[config.mk]
export PLATFORM = sky130hd
export DESIGN_NAME = bot_port_master
export DESIGN_NICKNAME = d
export VERILOG_FILES = /design/src/rtl/bot_port_master.sv
export SDC_FILE = /design/constraint.sdc
export NUM_CORES = 1
export LEC_CHECK = 0
export CORE_MARGIN = 2
export CORE_UTILIZATION = 35
export CTS_BUF_LIST = sky130_fd_sc_hd__clkbuf_8
export DETAILED_ROUTE_END_ITERATION = 8
export GPL_TIMING_DRIVEN = 0
export PLACE_DENSITY = 0.79
export SKIP_CTS_REPAIR_TIMING = 1
export SLEW_MARGIN = 0
export SYNTH_ARGS = -nofsm -noshare
export SYNTH_HDL_FRONTEND = slang
export SYNTH_SLANG_ARGS = --single-unit
[constraint.sdc]
create_clock -name clk -period 3.15 [get_ports clk]
set_input_delay 0.7875 -clock clk [delete_from_list [all_inputs] [get_ports clk]]
set_output_delay 0.7875 -clock clk [all_outputs]
set_load 0.02 [all_outputs]
[src/rtl/bot_port_master.sv]
// bot_port_master: initiator for the 8-bit PicoBlaze-style port bus.
// Turns a valid/ready command stream into single INPUT/OUTPUT cycles with
// KCPSM6 timing (address cycle, then strobe cycle) and services the
// responder's level interrupt with a one-cycle ack followed by a guard cycle.
module bot_port_master #(
    parameter bit IRQ_EN = 1'b1,
    parameter bit KW_EN  = 1'b1
) (
    input  logic       clk,
    input  logic       rst,
    input  logic       cmd_valid,
    output logic       cmd_ready,
    input  logic       cmd_write,
    input  logic       cmd_kwrite,
    input  logic [7:0] cmd_port,
    input  logic [7:0] cmd_data,
    output logic       rsp_valid,
    output logic [7:0] rsp_data,
    output logic [7:0] port_id,
    output logic [7:0] out_port,
    input  logic [7:0] in_port,
    output logic       write_strobe,
    output logic       k_write_strobe,
    output logic       read_strobe,
    input  logic       interrupt,
    output logic       interrupt_ack,
    output logic       irq_event
);

    typedef enum logic [2:0] {
        IDLE,
        ADDR,
        STRB,
        IACK,
        IGRD
    } state_t;

    state_t state;
    state_t state_next;

    logic op_write;
    logic op_kwrite;
    logic irq_req;
    logic accept;

    assign irq_req = IRQ_EN && interrupt;

    // Next-state decode and single-cycle qualifiers derived from the current state
    always_comb begin
        state_next     = state;
        cmd_ready      = 1'b0;
        accept         = 1'b0;
        write_strobe   = 1'b0;
        k_write_strobe = 1'b0;
        read_strobe    = 1'b0;
        interrupt_ack  = 1'b0;
        irq_event      = 1'b0;
        case (state)
            IDLE: begin
                if (irq_req) begin
                    state_next = IACK;
                end else begin
                    cmd_ready = rst;
                    if (cmd_valid && rst) begin
                        accept     = 1'b1;
                        state_next = ADDR;
                    end
                end
            end
            ADDR: begin
                state_next = STRB;
            end
            STRB: begin
                read_strobe    = !op_write;
                k_write_strobe = op_write && op_kwrite;
                write_strobe   = op_write && !op_kwrite;
                state_next     = IDLE;
            end
            IACK: begin
                interrupt_ack = 1'b1;
                irq_event     = 1'b1;
                state_next    = IGRD;
            end
            IGRD: begin
                state_next = IDLE;
            end
            default: begin
                state_next = IDLE;
            end
        endcase
    end

    // State register, bus address/data latches and read-response capture
    always_ff @(posedge clk) begin
        if (!rst) begin
            state     <= IDLE;
            port_id   <= 8'h00;
            out_port  <= 8'h00;
            op_write  <= 1'b0;
            op_kwrite <= 1'b0;
            rsp_data  <= 8'h00;
            rsp_valid <= 1'b0;
        end else begin
            state     <= state_next;
            rsp_valid <= (state == STRB) && !op_write;
            if (accept) begin
                port_id   <= cmd_port;
                op_write  <= cmd_write;
                op_kwrite <= KW_EN && cmd_write && cmd_kwrite;
                if (cmd_write) begin
                    out_port <= cmd_data;
                end
            end
            if ((state == STRB) && !op_write) begin
                rsp_data <= in_port;
            end
        end
    end

endmodule

==> metrics.yaml, run 1 <==
startpoint_type: "primary input"
crit_path_max_fanout: 7
grtUsageTotal_pct: 14.44
final_common_cell: "clkdlybuf4s50_1"
first_pass_iters: 3
antenna_left: 0
synthCells: 134
tns_ns: 0
wl_met2_mm: 1.210
cp_cell_sequence: "buf_2 -> or4b_2 -> nor2_1 -> clkdlybuf4s50_1"
ios: 61
grt-ovfl-total: 0
cp_slowest_stage_delay_ns: 0.61
areaGrowthSynthToFinish_pct: 61.05
required_ns: 2.36
synth_seq_cells: 30
nets: 230
fmax_mhz: 327.5
htree_num_levels: 2
drc_errors: 0
grt_pass1_wl_mm: 4.478
yosysWarnings: 0
clock_skew_ns: 0.005903
status: "finished clean"
die_area_um2: 3947
via_per_inst: 4.429
fin_crit_sh_pct: 96.93
drive_above_1_share_pct: 8.955
fp.dieW_um: 62.83
path_class: "in -> out"
chipHeight_um: 62.83
arrival_ns: 2.27
rsz0062_at_grt: "false"
layout_common_cells: "59 x clkdlybuf4s50_1, 30 x dfxtp_1, 29 x nand2_1"
crit_slowest_cell: "or4b_2"
tritoncts.num_buffers: 5
cts.path.max_buffers: 2
dp_hpwl_mm: 1.979
clock_latency_ns: 0.28
hold_viol: 0
met3_length_um: 256
irDropWorstVdd_v: 0.0002718
synth-seq-area-share_pct: 49.59
start_util_pct: 36.30
globalplace.congestion: 0.7578
finalCriticalPeriod_ns: 3.053
netlist_area_um2: 1211
setup_viol: 0
drt-initial-drc-count: 62
wire_per_inst_um: 10.97
antenna_cells: 0
whs_ns: 0.4540
p_per_area_nw_per_um2: 447.2
drv_cap: 0
relSlewSlack_pct: 67.39
syn-num-nets: 164
synth.distinct_cells: 22
rows: 21
via_count: 1094
numClockSinks: 30
clkTransAtPathRegs_ns: 0.06
hold_class: "reg -> reg"
cts_tree: "done"
tightest_slew_ns: 0.4871
wl_met1_mm: 1.234
cp-end-kind: "output pin"
io_buffers: 59
crit_family: "buffers and inverters"
avgSynthCellArea_um2: 9.039
top_layer: "met4"
wl_mm: 2.710
cts_root_buf: "clkbuf_8"
core_um2: 3337
power.leakage_uw: 0.0008071
grt_antenna_before_repair: 0
drv_slew: 0
worst-path-buf-inv: 2
grt_start_max_net_pins: 11
grt_pass1_vias: 1031
[Yosys cell counts]
cell type / count / area [um2]
or4b_2: 1 / 10.01
buf_6: 2 / 22.52
nand3b_2: 1 / 11.26
inv_1: 8 / 30.03
and2_2: 1 / 7.510
o21ai_0: 13 / 65.06
and3b_1: 1 / 8.760
nor2_1: 5 / 18.77
and3_1: 1 / 6.260
dfxtp_1: 30 / 600.6
nor3b_1: 1 / 7.510
nand2_1: 29 / 108.9
clkbuf_1: 5 / 18.77
nor4b_4: 2 / 47.55
mux2i_1: 12 / 120.1
a31o_1: 1 / 8.760
nor4b_1: 1 / 8.760
buf_2: 2 / 10.01
nand3_1: 14 / 70.07
and3b_2: 1 / 10.01
buf_4: 1 / 7.510
and2_1: 2 / 12.51
[tightest hold or removal path: stages (launching register included)]
cell and delay (ns):
dfxtp_1 0.31, nand2_1 0.05, o21ai_0 0.05
[power breakdown]
| part | total (uW) | switching [uW] | internal, uW |
|---|---|---|---|
| clock | 309 | 136 | 173 |
| sequential | 412 | 13.8 | 398 |
| combinational | 151 | 66.4 | 84.9 |
[cell families (layout without fill, tap and decap cells)]
| logic type | count (synthesis) | after routing | share of synthesized area, % |
|---|---|---|---|
| flip-flops | 30 | 30 | 49.59 |
| multiplexers | 12 | 12 | 9.918 |
| buffers and inverters | 18 | 85 | 7.335 |
| AND/OR/NAND/NOR | 60 | 60 | 27.07 |
| AO/OA/AOI/OAI | 14 | 14 | 6.095 |
[state kept, by name, indices dropped and copies added (netlist names)]
register,flops
rsp_valid,1
state,3
out_port,8
op_kwrite,1
rsp_data,8
port_id,8
op_write,1
[per-stage QoR]
step                setup slack, ns  total power [uW]  std cells  util, %  cell area [um2]
CTS                         0.09697             885.0        247    58.46             1951
global route                0.03774             920.2        247    58.46             1951
finish                      0.09658             872.4        247    58.46             1951
detailed placement           0.1045             573.2        239    55.72             1859
floorplan                    0.5463             490.3        134        -             1211
global placement            0.09962             571.7        239    55.72             1859
[path summary, 6_finish.rpt]
kind / from / to / slack (ns) / depth (start not counted)
worst min-delay path: out_port[2] / out_port[2] / 0.45 / 2
worst min register to register: out_port[2] / out_port[2] / 0.45 / 2
worst max register to register: state[0] / out_port[7] / 1.65 / 4
worst max-delay path: rst / cmd_ready / 0.1 / 4
[layout make-up]
| type | count | area (um2) |
|---|---|---|
| Buffer | 10 | 58.81 |
| Clock inverter | 2 | 8.758 |
| Tap cell | 46 | 57.56 |
| Fill cell | 312 | 1386 |
| Sequential cell | 30 | 600.6 |
| Inverter | 8 | 30.03 |
| Clock buffer | 6 | 82.58 |
| Multi-Input combinational cell | 86 | 521.8 |
| Timing Repair Buffer | 59 | 590.6 |
[layer usage]
layer  track usage, %  vias up
met4            5.000        0
met5                0        -
li1                 -      571
met3            7.207        2
met2            23.66       46
met1            16.20      475
No activity file was read; power rests on OpenSTA's default activity.
==> run 2, diff against run 1 <==
- CORE_MARGIN: 2 -> 3
==> run 2 against run 1 <==
Die area up 6.5%. Count of clock-buffer cells in the layout unchanged. Register-to-register slack worse by 0.02 ns. Via count up 2.0%. Final cell count down 0.81%. Worst hold slack better by 0.0037 ns. Critical path depth unchanged. Sequential cell count unchanged. Utilization up 3.0 points. Clock power about the same. Clock skew about the same. Critical path type unchanged. Critical endpoint unchanged. Largest cell class unchanged. Highest routed layer unchanged.
==> metrics.yaml, run 2 (synthesis gave the netlist of run 1 again) <==
grt_start_max_net_pins: 11
start_util_pct: 38.11
crit_cells: 4
io_buffers: 59
pre_cts_ws_ns: 0.08407
arrival_ns: 2.26
regArea_um2: 600.6
final_common_cell: "clkdlybuf4s50_1"
worst-path-buf-inv: 2
tritoncts.num_buffers: 5
wl_mm: 2.909
core_um2: 3178
required_ns: 2.36
place_area_um2: 1857
via_per_inst: 4.555
antenna_left: 0
drt-initial-drc-count: 33
drv_cap: 0
cts.path.max_buffers: 2
rows: 20
holdPathStages: 2
clkTransAtPathRegs_ns: 0.06
crit_path_max_fanout: 7
ios: 61
clock_skew_ns: 0.005861
cts_tree: "done"
setup_viol: 0
grt_pass1_wl_mm: 5.188
finalCriticalPeriod_ns: 3.047
nets: 230
setup_slack_ns: 0.1028
p_per_area_nw_per_um2: 448.8
hold_viol: 0
crit_slowest_cell: "or4b_2"
drive_above_1_share_pct: 9.453
cp_cell_sequence: "buf_2 -> or4b_2 -> nor2_1 -> clkdlybuf4s50_1"
numClockSinks: 30
grt_pass1_vias: 1157
cp_slowest_stage_delay_ns: 0.61
power.leakage_uw: 0.0008020
tns_ns: 0
htree_num_levels: 2
design_area_um2: 1952
cp-end-kind: "output pin"
whs_ns: 0.4577
relSlewSlack_pct: 67.16
cts_root_buf: "clkbuf_8"
antenna_cells: 0
irDropWorstVdd_v: 0.0003413
utilization_pct: 61.42
globalplace.congestion: 0.7163
dp_hpwl_mm: 2.237
crit_family: "buffers and inverters"
wire_per_inst_um: 11.87
grtUsageTotal_pct: 16.07
drv_slew: 0
via_count: 1116
fillCellCount: 288
rsz0062_at_grt: "false"
top_regs: "out_port: 8 flops, port_id: 8 flops, rsp_data: 8 flops"
multi_input_area_um2: 521.8
fp.dieW_um: 64.83
reg2reg_depth: 4
fin_crit_sh_pct: 96.74
die_area_um2: 4202
areaGrowthSynthToFinish_pct: 61.16
fmax_mhz: 328.2
grt_antenna_before_repair: 0
drc_errors: 0
status: "finished clean"
startpoint_type: "primary input"
layout_common_cells: "59 x clkdlybuf4s50_1, 30 x dfxtp_1, 29 x nand2_1"
chipHeight_um: 64.83
tightest_slew_ns: 0.4905
hold_class: "reg -> reg"
path_class: "in -> out"
first_pass_iters: 4
grt-ovfl-total: 0
clock_latency_ns: 0.27
[run 2: where the power goes]
part           leakage [uW]  internal, uW  total (uW)  switching, uW
Clock             0.0000472           175         312            137
Sequential         0.000244           398         412           14.0
Combinational      0.000511          84.9         152           67.1
Total              0.000802           658         876            218
[run 2: routing by layer]
| metal | vias to the layer above | global-route usage [%] | share of wire [%] |
|---|---|---|---|
| met2 | 37 | 27.46 | 53 |
| met4 | 0 | 5.013 | 1.8 |
| met1 | 500 | 17.88 | 39 |
| met3 | 4 | 6.932 | 6.7 |
| li1 | 575 | - | - |
| met5 | - | 0 | 0 |
[run 2: worst min-delay path: stages, from the launching register on]
cell     delay, ns
dfxtp_1       0.31
nand2_1       0.05
o21ai_0       0.06
[run 2: cell type report]
cell class | instances | area share [%]
Tap cell | 44 | 2.821
Inverter | 8 | 1.538
Buffer | 10 | 3.013
Timing Repair Buffer | 59 | 30.26
Multi-Input combinational cell | 86 | 26.73
Sequential cell | 30 | 30.77
Clock inverter | 2 | 0.6410
Clock buffer | 6 | 4.231
[run 2: final timing paths]
path                from          end  slack [ns]
max                  rst    cmd_ready        0.10
min          rsp_data[0]  rsp_data[0]        0.46
max reg2reg     state[0]  out_port[5]        1.63
min reg2reg  rsp_data[0]  rsp_data[0]        0.46
[run 2: per-stage QoR]
step / power [uW] / cells
CTS: 893.4 / 245
global placement: 570.0 / 237
detailed placement: 574.5 / 237
floorplan: 490.3 / 134
finish: 876.0 / 245
global route: 937.1 / 245
